`config.mk`:
```
export PLATFORM = sky130hd
export DESIGN_NAME = control_unit
export DESIGN_NICKNAME = d
export VERILOG_FILES = /design/src/rtl/cu_pkg.sv /design/src/rtl/cu_decode.sv /design/src/rtl/control_unit.sv
export SDC_FILE = /design/constraint.sdc
export NUM_CORES = 1
export LEC_CHECK = 0
export BUFFER_PORTS_ARGS = -buffer_cell sky130_fd_sc_hd__buf_2
export CAP_MARGIN = 20
export CORE_MARGIN = 4
export CORE_UTILIZATION = 38
export CTS_CLUSTER_SIZE = 14
export DETAILED_ROUTE_END_ITERATION = 7
export GPL_ROUTABILITY_DRIVEN = 0
export PLACE_DENSITY = 0.78
export REMOVE_ABC_BUFFERS = 1
export SLEW_MARGIN = 10
export SYNTH_ARGS = -nofsm -noshare
export SYNTH_HDL_FRONTEND = slang
export SYNTH_HIERARCHICAL = 1
export SYNTH_SLANG_ARGS = --single-unit
```
`constraint.sdc`:
```
create_clock -name clk -period 0.8 [get_ports clk]
set_input_delay 0.04 -clock clk [delete_from_list [all_inputs] [get_ports clk]]
set_output_delay 0.04 -clock clk [all_outputs]
set_load 0.05 [all_outputs]
```
`src/rtl/cu_pkg.sv`:
```
// Shared decode definitions for the RV32I main control unit.
package cu_pkg;

    localparam int unsigned OPCODE_W = 7;
    localparam int unsigned FUNCT3_W = 3;
    localparam int unsigned FUNCT7_W = 7;
    localparam int unsigned ALU_OP_W = 4;

    localparam logic [OPCODE_W-1:0] OP_R      = 7'b0110011;
    localparam logic [OPCODE_W-1:0] OP_IMM    = 7'b0010011;
    localparam logic [OPCODE_W-1:0] OP_LOAD   = 7'b0000011;
    localparam logic [OPCODE_W-1:0] OP_STORE  = 7'b0100011;
    localparam logic [OPCODE_W-1:0] OP_BRANCH = 7'b1100011;
    localparam logic [OPCODE_W-1:0] OP_LUI    = 7'b0110111;

    localparam logic [FUNCT7_W-1:0] F7_BASE = 7'b0000000;
    localparam logic [FUNCT7_W-1:0] F7_ALT  = 7'b0100000;

    typedef enum logic [ALU_OP_W-1:0] {
        ALU_AND   = 4'b0000,
        ALU_OR    = 4'b0001,
        ALU_ADD   = 4'b0010,
        ALU_XOR   = 4'b0011,
        ALU_SLL   = 4'b0100,
        ALU_SRL   = 4'b0101,
        ALU_SUB   = 4'b0110,
        ALU_SRA   = 4'b0111,
        ALU_SLT   = 4'b1000,
        ALU_SLTU  = 4'b1001,
        ALU_PASSB = 4'b1010,
        ALU_NE    = 4'b1011,
        ALU_LT    = 4'b1100,
        ALU_GE    = 4'b1101,
        ALU_LTU   = 4'b1110,
        ALU_GEU   = 4'b1111
    } alu_op_t;

    typedef struct packed {
        logic mem_to_reg;
        logic branch;
        logic mem_read;
        logic mem_write;
        logic alu_src;
        logic reg_write;
    } ctrl_t;

    // Arithmetic/logic op selected by funct3; alt picks SUB/SRA variants.
    function automatic alu_op_t arith_op(input logic [FUNCT3_W-1:0] funct3, input logic alt);
        alu_op_t op;
        case (funct3)
            3'b000:  op = alt ? ALU_SUB : ALU_ADD;
            3'b001:  op = ALU_SLL;
            3'b010:  op = ALU_SLT;
            3'b011:  op = ALU_SLTU;
            3'b100:  op = ALU_XOR;
            3'b101:  op = alt ? ALU_SRA : ALU_SRL;
            3'b110:  op = ALU_OR;
            default: op = ALU_AND;
        endcase
        return op;
    endfunction

endpackage

```
`src/rtl/cu_decode.sv`:
```
// Combinational RV32I main decoder: instruction -> strobes, ALU op, illegal flag.
module cu_decode
    import cu_pkg::*;
(
    input  logic [31:0] instruction,
    output ctrl_t       ctrl_c,
    output alu_op_t     alu_op_c,
    output logic        illegal_c
);

    logic [OPCODE_W-1:0] opcode;
    logic [FUNCT3_W-1:0] funct3;
    logic [FUNCT7_W-1:0] funct7;
    logic                unused_fields;

    assign opcode = instruction[6:0];
    assign funct3 = instruction[14:12];
    assign funct7 = instruction[31:25];
    // Register specifiers play no part in control decode.
    assign unused_fields = ^{instruction[24:15], instruction[11:7]};

    // Opcode/funct decode; any unsupported encoding collapses to a bubble.
    always_comb begin
        ctrl_c    = '0;
        alu_op_c  = ALU_AND;
        illegal_c = 1'b0;
        case (opcode)
            OP_R: begin
                ctrl_c.reg_write = 1'b1;
                if (funct7 == F7_BASE) begin
                    alu_op_c = arith_op(funct3, 1'b0);
                end else if (funct7 == F7_ALT && (funct3 == 3'b000 || funct3 == 3'b101)) begin
                    alu_op_c = arith_op(funct3, 1'b1);
                end else begin
                    illegal_c = 1'b1;
                end
            end
            OP_IMM: begin
                ctrl_c.reg_write = 1'b1;
                ctrl_c.alu_src   = 1'b1;
                case (funct3)
                    3'b001: begin
                        if (funct7 == F7_BASE) alu_op_c = ALU_SLL;
                        else                   illegal_c = 1'b1;
                    end
                    3'b101: begin
                        if (funct7 == F7_BASE)     alu_op_c = ALU_SRL;
                        else if (funct7 == F7_ALT) alu_op_c = ALU_SRA;
                        else                       illegal_c = 1'b1;
                    end
                    default: alu_op_c = arith_op(funct3, 1'b0);
                endcase
            end
            OP_LOAD: begin
                ctrl_c.reg_write  = 1'b1;
                ctrl_c.alu_src    = 1'b1;
                ctrl_c.mem_read   = 1'b1;
                ctrl_c.mem_to_reg = 1'b1;
                alu_op_c          = ALU_ADD;
                case (funct3)
                    3'b000, 3'b001, 3'b010, 3'b100, 3'b101: illegal_c = 1'b0;
                    default:                                 illegal_c = 1'b1;
                endcase
            end
            OP_STORE: begin
                ctrl_c.alu_src   = 1'b1;
                ctrl_c.mem_write = 1'b1;
                alu_op_c         = ALU_ADD;
                case (funct3)
                    3'b000, 3'b001, 3'b010: illegal_c = 1'b0;
                    default:                illegal_c = 1'b1;
                endcase
            end
            OP_BRANCH: begin
                ctrl_c.branch = 1'b1;
                case (funct3)
                    3'b000:  alu_op_c = ALU_SUB;
                    3'b001:  alu_op_c = ALU_NE;
                    3'b100:  alu_op_c = ALU_LT;
                    3'b101:  alu_op_c = ALU_GE;
                    3'b110:  alu_op_c = ALU_LTU;
                    3'b111:  alu_op_c = ALU_GEU;
                    default: illegal_c = 1'b1;
                endcase
            end
            OP_LUI: begin
                ctrl_c.reg_write = 1'b1;
                ctrl_c.alu_src   = 1'b1;
                alu_op_c         = ALU_PASSB;
            end
            default: illegal_c = 1'b1;
        endcase
        if (illegal_c) begin
            ctrl_c   = '0;
            alu_op_c = ALU_AND;
        end
    end

endmodule

```
`src/rtl/control_unit.sv`:
```
// RV32I main control unit: decoded controls registered once on clk.
// Define CU_ILLEGAL_DETECT_EN to add the registered 'illegal' output.
module control_unit
    import cu_pkg::*;
(
    input  logic        clk,
    input  logic        rst,
    input  logic [31:0] instruction,
    output logic [3:0]  ALUOp,
    output logic        MemtoReg,
    output logic        Branch,
    output logic        MemRead,
    output logic        MemWrite,
    output logic        ALUSrc,
    output logic        RegWrite
`ifdef CU_ILLEGAL_DETECT_EN
    ,
    output logic        illegal
`endif
);

    ctrl_t   ctrl_c;
    alu_op_t alu_op_c;
    logic    illegal_c;
    ctrl_t   ctrl_q;
    alu_op_t alu_op_q;

    cu_decode u_decode (
        .instruction (instruction),
        .ctrl_c      (ctrl_c),
        .alu_op_c    (alu_op_c),
        .illegal_c   (illegal_c)
    );

    // Output register; reset clears everything immediately.
    always_ff @(posedge clk or posedge rst) begin
        if (rst) begin
            ctrl_q   <= '0;
            alu_op_q <= ALU_AND;
        end else begin
            ctrl_q   <= ctrl_c;
            alu_op_q <= alu_op_c;
        end
    end

`ifdef CU_ILLEGAL_DETECT_EN
    logic illegal_q;

    // Unsupported-encoding flag, same latency as the controls.
    always_ff @(posedge clk or posedge rst) begin
        if (rst) illegal_q <= 1'b0;
        else     illegal_q <= illegal_c;
    end

    assign illegal = illegal_q;
`else
    logic unused_illegal;
    assign unused_illegal = illegal_c;
`endif

    assign ALUOp    = ALU_OP_W'(alu_op_q);
    assign MemtoReg = ctrl_q.mem_to_reg;
    assign Branch   = ctrl_q.branch;
    assign MemRead  = ctrl_q.mem_read;
    assign MemWrite = ctrl_q.mem_write;
    assign ALUSrc   = ctrl_q.alu_src;
    assign RegWrite = ctrl_q.reg_write;

endmodule

```
==> run metrics, run 1 <==
peak supply drop=0.000691 V; # H-tree levels=1; Syn Area/Cell=around 8.3 um^2; Final Hold Slack=0.153 ns; clock root buffer=clkbuf_4; CP max stage cell=a2111oi_4; post-route setup slack=-0.506 ns; Pleak=about 0.67 nW; Die H=53.9 um; Slew Viols, Final=0; Fill cells=around 110; Worst Setup EP=ALUOp[1]; P&R area growth vs syn=99.2%; global-route wire length before repair=around 4800 um; n_diodes=0; Finished Layout Cells=181; critical path class=input pin to register; initial DRC count=74; worst rel slew slack=0.747; crit-path max FO=3; WP depth=7; final hold vios=0; Worst Path Arrival=approximately 1.5 ns; WL/cell=22.3 um; Die X=53.9 um; TritonCTS Buffers=3; CTS tree=done; Final ANT Viol Nets=0; worst min path class=input pin to register; vias in the first global route=1,082; startpoint types=input pin; Port Buffers=28; clock slew at reported path FFs=0.07 ns; Max stage delay on crit path=roughly 0.41 ns; sum of negative setup slack=-3.71 ns; CTS max path bufs=2; total track usage=0.225; die area=2910 um^2; final setup vio count=20; Routed WL=4040 um; Site Rows=16; Worst Setup SP=instruction[25]; core area=1980 um^2; total number of vias=1,127; total grt overflow=0; WP data required=0.96 ns; Final Net Count=189; Setup crit end kind=register; io pins=44; placed wire-length estimate=1890 um; pwr dens=938 nW/um^2; Synth warnings=6; Vias per Instance=6.23; commonest non-fill, non-tap cell in the layout=buf_4; Remaining DRCs=0; status=complete, but fails checks; Tmin final=between 1 and 1.5 ns; kind of cell adding the most delay to the critical path=compound AO/OA/AOI/OAI gates; Cell Area, Synth=801 um^2; largest net degree at the start of global routing=13; placed instance count=169; Tcrit/Tclk final=1.63; worst-margin pin slew=approximately 0.38 ns; highest clock rate=between 0.7 and 0.8 GHz; worst path cell trace=buf_6 > nor4_4 > buf_4 > nand4_1 > a21oi_2 > a41oi_2 > a2111oi_4; Max Cap Violations=0; most frequent cells in the layout=buf_4 (26), buf_6 (19), buf_2 (13), dfrtp_1 (10), nor2_1 (8); first-pass detailed-route iteration total=5; clk sinks=10; share of cells above drive strength 1=0.636; Buf/Inv on CP=2; Synth Instances=96; RSZ-0062 raised after global routing=true; failing checks=setup timing; initial antenna violation count=0; Starting Density=0.404
## stage by stage
| step | setup WS, ns | utilization | power [mW] | area (um^2) |
|---|---|---|---|---|
| 6_report | -0.506 | 0.805 | 1.50 | 1600 |
| 5_1_grt | -0.573 | 0.805 | 1.55 | 1600 |
| 4_1_cts | -0.356 | 0.706 | 1.36 | 1400 |
| 3_5_place_dp | -0.667 | 0.565 | 0.862 | 1120 |
| 3_3_place_gp | -0.604 | 0.565 | 0.852 | 1120 |
| 2_1_floorplan | -0.447 | - | 0.656 | 758 |
## routing by layer
metal  vias up  part of all wire  track usage
li1        468                 -            -
met1       534              0.37        0.233
met2       111              0.49        0.425
met3        14              0.11       0.0332
met4         0             0.028        0.119
met5         -                 0            0
## registers in the layout (all words and copies together) (netlist names)
signal    count
MemWrite      1
MemRead       1
ALUSrc        1
MemtoReg      1
Branch        1
RegWrite      1
ALUOp         4
## layout make-up
type,count,area [um^2],share of cell area
clock buffer,4,36.3,0.0227
inverter,2,7.51,0.00471
multi-input combinational,77,753,0.472
sequential,10,250,0.157
tap,27,33.8,0.0212
timing repair buffer,61,514,0.322
## where the power goes
part	switching (mW)	internal [mW]	total [mW]
Clock	0.187	0.276	0.464
Sequential	0.00291	0.509	0.512
Combinational	0.287	0.234	0.521
## repair_timing
action | 4_1_cts | 5_1_grt
pin swaps | 13 | 16
gates resized for setup | 50 | 32
endpoints found under the hold margin | 10 | 0
setup buffers | 5 | 2
hold buffers | 1 | 0
endpoints found under the setup margin | 19 | 20
## worst min-delay path: cells and delay by family
| kind | cells | cell delay (ns) |
|---|---|---|
| buffers and inverters | 2 | 0.28 |
| AND/OR/NAND/NOR | 1 | 0.06 |
## how the worst min path moves through the flow
stage / startpoint / end / slack (ns) / cells past startpoint
3_3_place_gp: rst / Branch / 0.01 / 2
5_1_grt: instruction[5] / MemRead / 0.16 / 3
2_1_floorplan: rst / ALUOp[0] / -0.12 / 1
4_1_cts: instruction[2] / ALUOp[3] / 0.16 / 4
3_5_place_dp: rst / ALUOp[0] / 0.01 / 2
6_report: instruction[5] / MemRead / 0.15 / 3
No activity file was read; power rests on OpenSTA's default activity.
==> inputs of run 2 (changes only) <==
Settings changed: CORE_UTILIZATION 38 to 43, PLACE_DENSITY 0.78 to 0.86.
Clock period 0.8 ns to 1.39 ns, I/O delays scaled along.
==> run metrics, run 2 (synthesized netlist as in run 1, its figures left out) <==
status=finished clean; Max Cap Violations=0; WP data required=1.53 ns; Tcrit/Tclk final=0.900; n_diodes=0; vias in the first global route=879; Die X=51.2 um; crit-path max FO=5; fin util=0.641; WL/cell=12.9 um; Final Net Count=176; total grt overflow=0; initial antenna violation count=0; most frequent cells in the layout=buf_2 (28), buf_4 (19), dfrtp_1 (10), nor2_1 (9), o21ai_0 (8); TritonCTS Buffers=3; placed wire-length estimate=1750 um; worst min path class=input pin to register; peak supply drop=0.000302 V; Pleak=0.530 nW; Worst Path Arrival=1.39 ns; pwr dens=662 nW/um^2; Max stage delay on crit path=0.41 ns; most used routing layer=met2; worst rel slew slack=0.695; share of cells above drive strength 1=0.426; clock root buffer=clkbuf_4; Post-CTS Setup Repair Bufs=0; Die H=between 50 and 60 um; Final Hold Slack=0.167 ns; largest net degree at the start of global routing=12; io pins=44; Setup crit end kind=register; highest clock rate=0.800 GHz; Fill cells=154; Remaining DRCs=0; Final ANT Viol Nets=0; Buf/Inv on CP=1; core area=1750 um^2; CTS tree=done; critical path class=input pin to register; startpoint types=input pin; P&R area growth vs syn=39.7%; Post-Place Setup Slack=-0.0983 ns; Routed WL=2140 um; final hold vios=0; clk sinks=10; # H-tree levels=1; CP max stage cell=nor4_4; clock slew at reported path FFs=0.07 ns; total number of vias=914; Slew Viols, Final=0; Largest register FFs=4; total power=0.741 mW; Port Buffers=28; post-route setup slack=0.140 ns; Starting Density=0.459; kind of cell adding the most delay to the critical path=compound AO/OA/AOI/OAI gates; initial DRC count=45; Tmin final=1.25 ns; met3 global-route usage=0.0146; global-route wire length before repair=3610 um; first-pass detailed-route iteration total=4; final setup vio count=0; worst-margin pin slew=between 0.4 and 0.5 ns; total track usage=0.178; commonest non-fill, non-tap cell in the layout=buf_2; Vias per Instance=5.51; CTS max path bufs=2; RSZ-0062 raised after global routing=false; GR Util met1=0.213; M2 GR Usage=0.320; die area=2620 um^2; worst path cell trace=buf_2 > nor4_4 > nand2_4 > o21ai_1 > a21oi_1 > a2111oi_2; Site Rows=15
[run 2: cell types whose count changed in the layout (fill, tap and decap cells not counted), sizes merged]
cell	change
buf	-13
[run 2: where the power goes]
part           leakage, nW  switching, mW  internal, mW  total, mW
Combinational        0.369          0.103        0.0860      0.189
Clock               0.0210         0.0997         0.159      0.258
Sequential           0.139       0.000441         0.293      0.294
[run 2: final cells by class]
cell class	instances	area, um^2	share of cell area
well taps	25	31.3	0.0280
repair buffers	48	293	0.262
inverters	2	7.51	0.00671
flip-flops and latches	10	250	0.224
clock buffers	4	36.3	0.0324
multi-input cells	77	500	0.447
[run 2: repair_timing]
| item | in CTS | in global routing |
|---|---|---|
| hold buffers | 1 | 0 |
| gates resized for setup | 0 | 0 |
| hold endpoints to repair | 10 | 0 |
[run 2: worst paths after layout]
path                       depth (start not counted)        to  slack (ns)             from
min in group asynchronous                          3  MemtoReg        0.31              rst
hold / removal                                     3    ALUSrc        0.17   instruction[6]
max in group asynchronous                          3  MemWrite        0.82              rst
setup / recovery                                   6  ALUOp[1]        0.14  instruction[26]
[run 2: per-layer routing]
metal	vias to the layer above	wire length, um
li1	442	-
met1	417	860
met2	51	1080
met3	4	169
met4	0	34
met5	-	0
[run 2: per-stage QoR]
step / TNS (ns) / std cells / area [um^2]
after floorplan: 0 / 89 / 758
after global placement: -0.122 / 161 / 1070
after detailed placement: -0.269 / 161 / 1070
after CTS: 0 / 166 / 1120
after global routing: 0 / 166 / 1120
final: 0 / 166 / 1120
